`config.mk`:
```
export PLATFORM = sky130hd
export DESIGN_NAME = reg_access_ctrl
export DESIGN_NICKNAME = d
export VERILOG_FILES = /design/src/rtl/reg_access_ctrl.sv
export SDC_FILE = /design/constraint.sdc
export NUM_CORES = 1
export LEC_CHECK = 0
export ABC_AREA = 1
export CAP_MARGIN = 20
export CORE_MARGIN = 2
export CORE_UTILIZATION = 45
export CTS_BUF_LIST = sky130_fd_sc_hd__clkbuf_4 sky130_fd_sc_hd__clkbuf_8 sky130_fd_sc_hd__clkbuf_16
export CTS_CLUSTER_DIAMETER = 60
export DETAILED_ROUTE_END_ITERATION = 6
export PLACE_DENSITY = 0.82
export SLEW_MARGIN = 15
export SYNTH_ARGS = -nofsm -noshare
export SYNTH_HDL_FRONTEND = slang
export SYNTH_SLANG_ARGS = --single-unit
```
`constraint.sdc`:
```
create_clock -name clock -period 4.6 [get_ports clock]
set_input_delay 0.92 -clock clock [delete_from_list [all_inputs] [get_ports clock]]
set_output_delay 0.92 -clock clock [all_outputs]
set_load 0.005 [all_outputs]
```
`src/rtl/reg_access_ctrl.sv`:
```
// Instruction sequencer for an external 8-entry register file: fetches operands,
// runs a small ALU and writes the result back through the rf_* port.
module reg_access_ctrl #(
  parameter int DATA_WIDTH = 16,
  parameter int ADDR_WIDTH = 3
) (
  input  logic                  clock,
  input  logic                  reset_n,
  input  logic                  instr_valid,
  output logic                  instr_ready,
  input  logic [2:0]            instr_op,
  input  logic [ADDR_WIDTH-1:0] instr_rd,
  input  logic [ADDR_WIDTH-1:0] instr_ra,
  input  logic [ADDR_WIDTH-1:0] instr_rb,
  input  logic [DATA_WIDTH-1:0] instr_imm,
  output logic                  rf_enable,
  output logic                  rf_wr_en,
  output logic [ADDR_WIDTH-1:0] rf_rd_adrs,
  output logic [ADDR_WIDTH-1:0] rf_ra_adrs,
  output logic [ADDR_WIDTH-1:0] rf_rb_adrs,
  output logic [DATA_WIDTH-1:0] rf_data_in,
  input  logic [DATA_WIDTH-1:0] rf_ra_out,
  input  logic [DATA_WIDTH-1:0] rf_rb_out,
  output logic [DATA_WIDTH-1:0] result,
  output logic                  carry,
  output logic                  zero,
  output logic                  done
);

  // state   | meaning
  // S_IDLE  | ready for an instruction; NOP completes here
  // S_READ  | register file reads ra/rb
  // S_EXEC  | operands valid, ALU result and flags registered
  // S_WRITE | result written to rd
  typedef enum logic [1:0] {S_IDLE, S_READ, S_EXEC, S_WRITE} state_t;

  localparam logic [2:0] OP_LOAD = 3'b000;
  localparam logic [2:0] OP_ADD  = 3'b001;
  localparam logic [2:0] OP_SUB  = 3'b010;
  localparam logic [2:0] OP_AND  = 3'b011;
  localparam logic [2:0] OP_OR   = 3'b100;
  localparam logic [2:0] OP_XOR  = 3'b101;
  localparam logic [2:0] OP_MOV  = 3'b110;
  localparam logic [2:0] OP_NOP  = 3'b111;

  state_t                state_q, state_d;
  logic [2:0]            op_q, op_d;
  logic [ADDR_WIDTH-1:0] rd_q, rd_d;
  logic [ADDR_WIDTH-1:0] rf_rd_adrs_q, rf_rd_adrs_d;
  logic [ADDR_WIDTH-1:0] rf_ra_adrs_q, rf_ra_adrs_d;
  logic [ADDR_WIDTH-1:0] rf_rb_adrs_q, rf_rb_adrs_d;
  logic [DATA_WIDTH-1:0] rf_data_in_q, rf_data_in_d;
  logic [DATA_WIDTH-1:0] result_q, result_d;
  logic                  carry_q, carry_d;
  logic                  zero_q, zero_d;
  logic                  done_q, done_d;

  logic [DATA_WIDTH:0]   sum_w, diff_w;
  logic [DATA_WIDTH-1:0] alu_res;
  logic                  alu_carry;

  assign sum_w  = {1'b0, rf_ra_out} + {1'b0, rf_rb_out};
  assign diff_w = {1'b0, rf_ra_out} - {1'b0, rf_rb_out};

  always_comb begin
    alu_res   = '0;
    alu_carry = 1'b0;
    case (op_q)
      OP_ADD: begin
        alu_res   = sum_w[DATA_WIDTH-1:0];
        alu_carry = sum_w[DATA_WIDTH];
      end
      // the 17th bit of the widened difference is the unsigned borrow
      OP_SUB: begin
        alu_res   = diff_w[DATA_WIDTH-1:0];
        alu_carry = diff_w[DATA_WIDTH];
      end
      OP_AND:  alu_res = rf_ra_out & rf_rb_out;
      OP_OR:   alu_res = rf_ra_out | rf_rb_out;
      OP_XOR:  alu_res = rf_ra_out ^ rf_rb_out;
      OP_MOV:  alu_res = rf_ra_out;
      default: alu_res = '0;
    endcase
  end

  always_comb begin
    state_d      = state_q;
    op_d         = op_q;
    rd_d         = rd_q;
    rf_rd_adrs_d = rf_rd_adrs_q;
    rf_ra_adrs_d = rf_ra_adrs_q;
    rf_rb_adrs_d = rf_rb_adrs_q;
    rf_data_in_d = rf_data_in_q;
    result_d     = result_q;
    carry_d      = carry_q;
    zero_d       = zero_q;
    done_d       = 1'b0;
    case (state_q)
      S_IDLE: begin
        if (instr_valid) begin
          op_d = instr_op;
          rd_d = instr_rd;
          case (instr_op)
            OP_LOAD: begin
              result_d     = instr_imm;
              carry_d      = 1'b0;
              zero_d       = (instr_imm == '0);
              rf_rd_adrs_d = instr_rd;
              rf_data_in_d = instr_imm;
              state_d      = S_WRITE;
            end
            OP_NOP: done_d = 1'b1;
            default: begin
              rf_ra_adrs_d = instr_ra;
              rf_rb_adrs_d = instr_rb;
              state_d      = S_READ;
            end
          endcase
        end
      end
      S_READ: state_d = S_EXEC;
      S_EXEC: begin
        result_d     = alu_res;
        carry_d      = alu_carry;
        zero_d       = (alu_res == '0);
        rf_rd_adrs_d = rd_q;
        rf_data_in_d = alu_res;
        state_d      = S_WRITE;
      end
      S_WRITE: begin
        done_d  = 1'b1;
        state_d = S_IDLE;
      end
      default: state_d = S_IDLE;
    endcase
  end

  always_ff @(posedge clock) begin
    if (!reset_n) begin
      state_q      <= S_IDLE;
      op_q         <= '0;
      rd_q         <= '0;
      rf_rd_adrs_q <= '0;
      rf_ra_adrs_q <= '0;
      rf_rb_adrs_q <= '0;
      rf_data_in_q <= '0;
      result_q     <= '0;
      carry_q      <= 1'b0;
      zero_q       <= 1'b0;
      done_q       <= 1'b0;
    end else begin
      state_q      <= state_d;
      op_q         <= op_d;
      rd_q         <= rd_d;
      rf_rd_adrs_q <= rf_rd_adrs_d;
      rf_ra_adrs_q <= rf_ra_adrs_d;
      rf_rb_adrs_q <= rf_rb_adrs_d;
      rf_data_in_q <= rf_data_in_d;
      result_q     <= result_d;
      carry_q      <= carry_d;
      zero_q       <= zero_d;
      done_q       <= done_d;
    end
  end

  // gated by reset_n so a reset landing in S_WRITE cannot commit a write
  assign rf_enable   = reset_n && (state_q == S_READ || state_q == S_WRITE);
  assign rf_wr_en    = reset_n && (state_q == S_WRITE);
  assign instr_ready = (state_q == S_IDLE);
  assign rf_rd_adrs  = rf_rd_adrs_q;
  assign rf_ra_adrs  = rf_ra_adrs_q;
  assign rf_rb_adrs  = rf_rb_adrs_q;
  assign rf_data_in  = rf_data_in_q;
  assign result      = result_q;
  assign carry       = carry_q;
  assign zero        = zero_q;
  assign done        = done_q;

endmodule

```
==> key figures <==
Routing
  • Met1 WL: 5890 um
  • Met3 wire len: 924 um
  • Post-route antenna net violation count: 0
  • Iter 0 DRT Violations: about 450
  • Remaining DRCs: 0
  • Vias per cell: 5.31
  • WL final: ~14,000 um
  • Per-cell routed wire length: 13.9 um
  • Met2 WL post-DR: 6440 um
  • DRT Pass-1 Iters: 5
  • Via count: 5,280
  • Highest Signal Layer: met4

STA
  • # setup viols final: 0
  • Fin. max-slew vios: 0
  • RSZ-0062 raised after global routing: no
  • Fin crit share: between 70% and 80%
  • Final WS setup: 1.33 ns
  • Endpoints failing hold: 0
  • Period minus WS final: 3.27 ns
  • Worst slew margin: 55.5%
  • Clock Skew: 0.00797 ns
  • F_max: 306 MHz
  • Setup_tns: 0 ns
  • Hold Slack: 0.471 ns
  • Slew @ Worst Pin: 0.667 ns

Yosys
  • Synthesis warning total: 0
  • Top-area cell type share of the netlist area: 16.2%
  • Post-synthesis area per instance: 5.98 um2
  • Post-synth top area cell: nand2_1
  • Cell area after synthesis: between 4000 and 5000 um2
  • Post-synth EDFFs: 0
  • Largest cells by area after synthesis: nand2_1 (16%), dfxtp_1 (15%), ha_1 (15%), inv_1 (8.7%), nand3_1 (7.5%)
  • Mapped Cells: 784
  • Distinct cell type count after synthesis: 42
  • Sequential element share of the synthesized area: 15.4%
  • Ys flop type: dfxtp_1
  • Syn nets: 904
  • Synth async-reset ratio: 0%
  • Synthesis-stage register bit count: 36
  • Top cells by count, synth: nand2_1 (202), inv_1 (108), nor2_1 (82)
  • Most common cell in the synthesized netlist: nand2_1

Setup path
  • Reg-to-reg critical path startpoint: op_q[1]
  • Worst Path Required: 4.84 ns
  • CP max FO: 9
  • Setup slack, reg-to-reg: 2.18 ns
  • Data arrival, critical path: between 3 and 4 ns
  • Reg2Reg Depth: 13
  • Crit path kind: primary input to flip-flop
  • Worst setup EP type: flip-flop
  • Worst setup SP type: primary input
  • Worst r2r dst: zero

Final layout
  • Final core occ: 56.1%
  • Final nets: 977
  • Synthesis-to-layout area growth: 22.5%
  • Fill count: 1,027
  • Share of cells above drive strength 1: 4.66%
  • N_diodes: 0
  • Non-Filler Instances: 994

Place
  • HPWL Detailed: 11,000 um
  • GP Congestion: 1.04
  • Dpl ws: 1.11 ns
  • Dpl cells: about 990
  • Port buffer count: 109

Global routing
  • Gr ovfl total: 0
  • Largest net degree at the start of global routing: 29
  • Number of global-route vias before repair: around 4,900
  • GR Util All Layers: between 20% and 30%
  • First-pass GRT wire length: roughly 23,000 um
  • Initial antenna violation count: 0

Floorplanning
  • I/O pin count: 110
  • Rows: 37
  • Die X-Extent: around 110 um
  • Die boundary height: approximately 110 um
  • Die footprint: between 10,000 and 15,000 um2
  • Initial Util: 45.8%
  • Core box area: 10,200 um2

Clock tree
  • Clk Latency, worst-skew pair: approximately 0.30 ns
  • Clock-pin slew on the worst setup and hold paths: 0.08 ns
  • CTS Buffer Depth: 2
  • H-tree depth: 2
  • Clock Tree Root: clkbuf_8
  • TritonCTS Buffers: 5
  • Post_cts resized: 0
  • Total clock sinks: 36
  • CTS tree: done
  • Post-CTS Repair Setup Buffers: 0
  • Hold_buf cts: 0

Pwr
  • Peak supply drop: 225 uV
  • Power per Cell Area: between 300 and 400 nW/um2
  • Pleak: 2.82 nW

Run
  • MaxCap Viol Count: 0

Hold path
  • Worst Hold Launch: rd_q[2]
  • End of the worst hold path: rf_rd_adrs[2]
  • Hold depth: 2
  • Hold Crit Class: flip-flop to flip-flop

Status
  • Status: finished, final reports clean
cells by family after synthesis:
| group | count (synthesis) | synth area share, % |
|---|---|---|
| simple gates | 398 | 36.9 |
| buf+inv | 168 | 16.7 |
| compound gates | 125 | 15.5 |
| fa+ha+maj | 57 | 15.5 |
| flops | 36 | 15.4 |
worst max-delay path, stage by stage:
cell and delay, ns:
clkdlybuf4s50_1 0.52, inv_1 0.06, ha_1 0.46, nand2_2 0.13, nor2_1 0.13, nand3_1 0.13, nand2_1 0.19, nand2_1 0.10
nand2_1 0.08, nand2_1 0.05, nand3_1 0.06, nand2_1 0.06, nor2_1 0.23, nand3_1 0.10, nor2_1 0.10, nand2_1 0.08
a21oi_2 0.11
where the power goes:
| group | switching, mW | total, mW | internal, mW |
|---|---|---|---|
| Sequential | 0.0993 | 0.511 | 0.412 |
| Combinational | 0.706 | 1.25 | 0.542 |
| Clock | 0.127 | 0.232 | 0.106 |
layout by cell type (no fill, tap or decap), types with 2 or more instances in the layout:
| master | instances |
|---|---|
| o22ai_1 | 14 |
| dfxtp_1 | 36 |
| inv_1 | 108 |
| buf_4 | 3 |
| inv_4 | 2 |
| or2_1 | 2 |
| or2_2 | 2 |
| nand3_4 | 3 |
| o21ai_0 | 32 |
| ha_1 | 55 |
| clkdlybuf4s50_1 | 109 |
| a221oi_1 | 2 |
| o221ai_1 | 2 |
| nand3_1 | 70 |
| nand3b_1 | 3 |
| a21oi_2 | 3 |
| nand2_2 | 2 |
| fa_1 | 2 |
| nand4_1 | 10 |
| o211ai_1 | 7 |
| nor2_2 | 2 |
| clkinv_2 | 3 |
| nor3_1 | 13 |
| o2111ai_1 | 2 |
| nand2_1 | 202 |
| nor4_1 | 3 |
| inv_2 | 11 |
| clkbuf_8 | 5 |
| a31oi_1 | 5 |
| nor2_1 | 82 |
| a21oi_1 | 48 |
| o21bai_1 | 6 |
worst max-delay path by stage:
stage / startpoint / end / slack (ns)
3_3_place_gp: rf_ra_out[5] / zero / 1.08
6_report: rf_ra_out[5] / zero / 1.33
4_1_cts: reset_n / rf_enable / 1.38
2_1_floorplan: rf_ra_out[0] / zero / 1.99
5_1_grt: rf_ra_out[5] / zero / 1.10
3_5_place_dp: rf_ra_out[5] / zero / 1.11
per-stage QoR:
stage	instance area (um2)	power, mW
final	5740	1.99
after global routing	5740	2.16
after CTS	5740	1.98
after detailed placement	5650	1.75
after global placement	5650	1.74
after floorplan	4680	1.31
area by class of cell:
| type | instances | area (um2) | share of cell area [%] |
|---|---|---|---|
| repair buffers | 112 | 1110 | 19.4 |
| clock inverters | 3 | 18.8 | 0.327 |
| well taps | 136 | 170 | 2.97 |
| clock buffers | 5 | 68.8 | 1.20 |
| multi-input cells | 580 | 3180 | 55.4 |
| inverters | 122 | 464 | 8.09 |
| flip-flops and latches | 36 | 721 | 12.6 |
sequential cells by signal, indices dropped and copies added, names as in the netlist:
name,count
result,16
state_q,2
done,1
zero,1
rf_rb_adrs,3
rf_ra_adrs,3
op_q,3
rf_rd_adrs,3
rd_q,3
carry,1
routing by layer:
layer	track usage [%]	vias up
li1	-	2663
met1	31.3	2362
met2	41.7	218
met3	3.86	37
met4	10.6	0
met5	0	-
(Power assumes the default switching activity.)
==> patch: new RTL, config.mk and constraints unchanged <==
`rf_data_in_q` and `result_q` no longer have a reset.
--- a/src/rtl/reg_access_ctrl.sv
+++ b/src/rtl/reg_access_ctrl.sv
@@ -143,8 +143,6 @@
       rf_rd_adrs_q <= '0;
       rf_ra_adrs_q <= '0;
       rf_rb_adrs_q <= '0;
-      rf_data_in_q <= '0;
-      result_q     <= '0;
       carry_q      <= 1'b0;
       zero_q       <= 1'b0;
       done_q       <= 1'b0;
@@ -155,12 +153,15 @@
       rf_rd_adrs_q <= rf_rd_adrs_d;
       rf_ra_adrs_q <= rf_ra_adrs_d;
       rf_rb_adrs_q <= rf_rb_adrs_d;
-      rf_data_in_q <= rf_data_in_d;
-      result_q     <= result_d;
       carry_q      <= carry_d;
       zero_q       <= zero_d;
       done_q       <= done_d;
     end
+  end
+
+  always_ff @(posedge clock) begin
+    rf_data_in_q <= rf_data_in_d;
+    result_q     <= result_d;
   end
 
   // gated by reset_n so a reset landing in S_WRITE cannot commit a write
Formal check against the unedited RTL: not equivalent (a bounded check fails within 4 cycles, from zero or initial values and one cycle with reset_n low).
==> patch against the original RTL <==
- worst setup slack got worse by 0.16 ns
- routed wire length decreased by 5.0%
- design area increased by 2.9%
- area after synthesis increased by 2.2%
- non-clock buffer count decreased by 2
- synthesized cell count decreased by 1.4%
- sequential share of layout area increased by 2.4 points
- sequential cell count unchanged
- total power increased by 3.3%
- core utilization increased by 1.1 points
- critical endpoint is now rf_enable
- largest cell class unchanged
- largest power group unchanged
- highest routed layer unchanged
==> patch: results (changes against the original RTL) <==
Power
  – P_leak: 2.95 nW (+4.5%)
  – Peak VDD IR: 0.217 mV (-3.4%)
  – NetSw: 0.000867 W (-7.0%)

Global route
  – Initial antenna violation count: 0 (unchanged)
  – Largest net degree at the start of global routing: 27 (-6.9%)
  – Gr usage total: 0.227 (-0.0202)
  – Vias in the first global route: 4764 (-2.1%)
  – First-pass GRT wire length: 21.4 mm (-6.1%)

Critical path
  – Worst R2R End: zero
  – Critical path peak fanout: 20 (+11)
  – CP startpoint: reset_n
  – Reg2Reg Launch Point: state_q[0]
  – Crit path DAT: 2.51 ns (-0.99 ns)
  – Worst setup endpoint: rf_enable
  – Worst R2R Path Depth: 10 (-3)
  – R2R Setup Slk: 1.89 ns (-0.29 ns)

Synthesis
  – Seq/Total Area, Yosys: 0.184 (+0.0301)
  – Synthesized Nets: 893 (-1.2%)
  – Mux cell area share after synthesis: 0 (unchanged)
  – Post-synth EDFFs: 16 (+16)
  – Unique cell type count in the Yosys netlist: 36 (-14%)
  – Complex-gate fraction of the synthesized area: 0.118 (-0.0366)
  – Adder-Cell Fraction of Synth Area: 0.152 (-0.00341)
  – Commonest cells in the synthesized netlist: nand2_1 (180), inv_1 (122), nor2_1 (91)
  – Async S/R FF share, synth: 0 (unchanged)
  – Largest cells by area after synthesis: ha_1 (14%), nand2_1 (14%), edfxtp_1 (10%)
  – Yosys warnings: 0 (unchanged)

STA
  – Final Skew: 0.00981 ns (+0.00184 ns)
  – Slew Viols, Final: 0 (unchanged)
  – Slew @ Worst Pin: 0.628 ns (-0.0388 ns)

Detailed routing
  – WL/cell: 13.4 um (-3.8%)
  – Via Count: 5049 (-4.4%)
  – DR iter-0 viols: 347 (-23%)

Layout
  – Layout cells sized above 1: 0.0827 (+0.0361)
  – Fill cells: 1045 (+1.8%)
  – Final nets: 965 (-1.2%)

Clock tree
  – Reg clk slew, reported paths: 0.08 ns (about the same)
  – Root Driver: clkbuf_8

Hold path
  – Hold WC Path Type: reg -> reg

Outcome
  – Status: complete, no violations

Placed design
  – HPWL Detailed: 10.6 mm (-4.0%)
  – PortBufs: 109 (unchanged)
  – Routability cong.: 0.926 (-11%)
-- patch: changes by cell type after synthesis, sizes merged, moves of 4 or more --
cell and delta:
o21bai -4, o211ai -6, inv +13, nand2 -5, a21oi -20, edfxtp +16
nor3 -8, dfxtp -16, nor2 +15, o22ai +9
-- patch: cell families after synthesis --
kind of cell,after synthesis
adders and majority gates,57
DFF,36
buffers and inverters,182
and+or+nand+nor,401
AOI/OAI and AO/OA,97
-- patch: layout make-up --
type / instances / area, um2 / share of cell area
clock buffer: 7 / 119 / 0.0201
clock inverter: 1 / 30.0 / 0.00508
inverter: 137 / 517 / 0.0875
multi-input combinational: 555 / 3090 / 0.523
sequential: 36 / 881 / 0.149
tap: 136 / 170 / 0.0288
timing repair buffer: 110 / 1100 / 0.186
-- patch: power by group through the flow --
stage               Clock (W)  Sequential [W]  Combinational (W)
floorplan                   0        0.000522           0.000759
global placement            0        0.000547            0.00114
detailed placement          0        0.000548            0.00115
CTS                  0.000343        0.000543            0.00116
global route         0.000354        0.000557            0.00130
finish               0.000341        0.000546            0.00117
-- patch: how the worst min path moves through the flow --
stage	slack (ns)	depth (start not counted)	start	to
floorplan	0.45	2	rd_q[0]	rf_rd_adrs[0]
global placement	0.45	2	carry	carry
detailed placement	0.47	2	carry	carry
CTS	0.47	2	rd_q[2]	rf_rd_adrs[2]
global route	0.52	2	rd_q[0]	rf_rd_adrs[0]
finish	0.48	2	rd_q[2]	rf_rd_adrs[2]
-- patch: per-layer routing --
metal / GRT usage / up-vias / wire length, um
met5: 0 / - / 0
met4: 0.0575 / 0 / 189
met3: 0.0347 / 16 / 1000
met2: 0.406 / 209 / 6250
met1: 0.284 / 2250 / 5670
li1: - / 2574 / -
-- patch: critical path: stages --
cell,delay [ns]
clkdlybuf4s50_1,0.84
nand2_1,0.17
nand2_1,0.09
clkdlybuf4s50_1,0.50
-- patch: metrics by stage --
stage	worst slack (ns)	instance area [um2]	hold slack [ns]	cells	util
2_1_floorplan	1.96	4790	0.451	773	-
5_1_grt	1.04	5910	0.518	982	0.572
6_report	1.17	5910	0.480	982	0.572
4_1_cts	1.19	5910	0.474	982	0.572
3_3_place_gp	1.19	5760	0.454	974	0.558
3_5_place_dp	1.11	5760	0.466	974	0.558
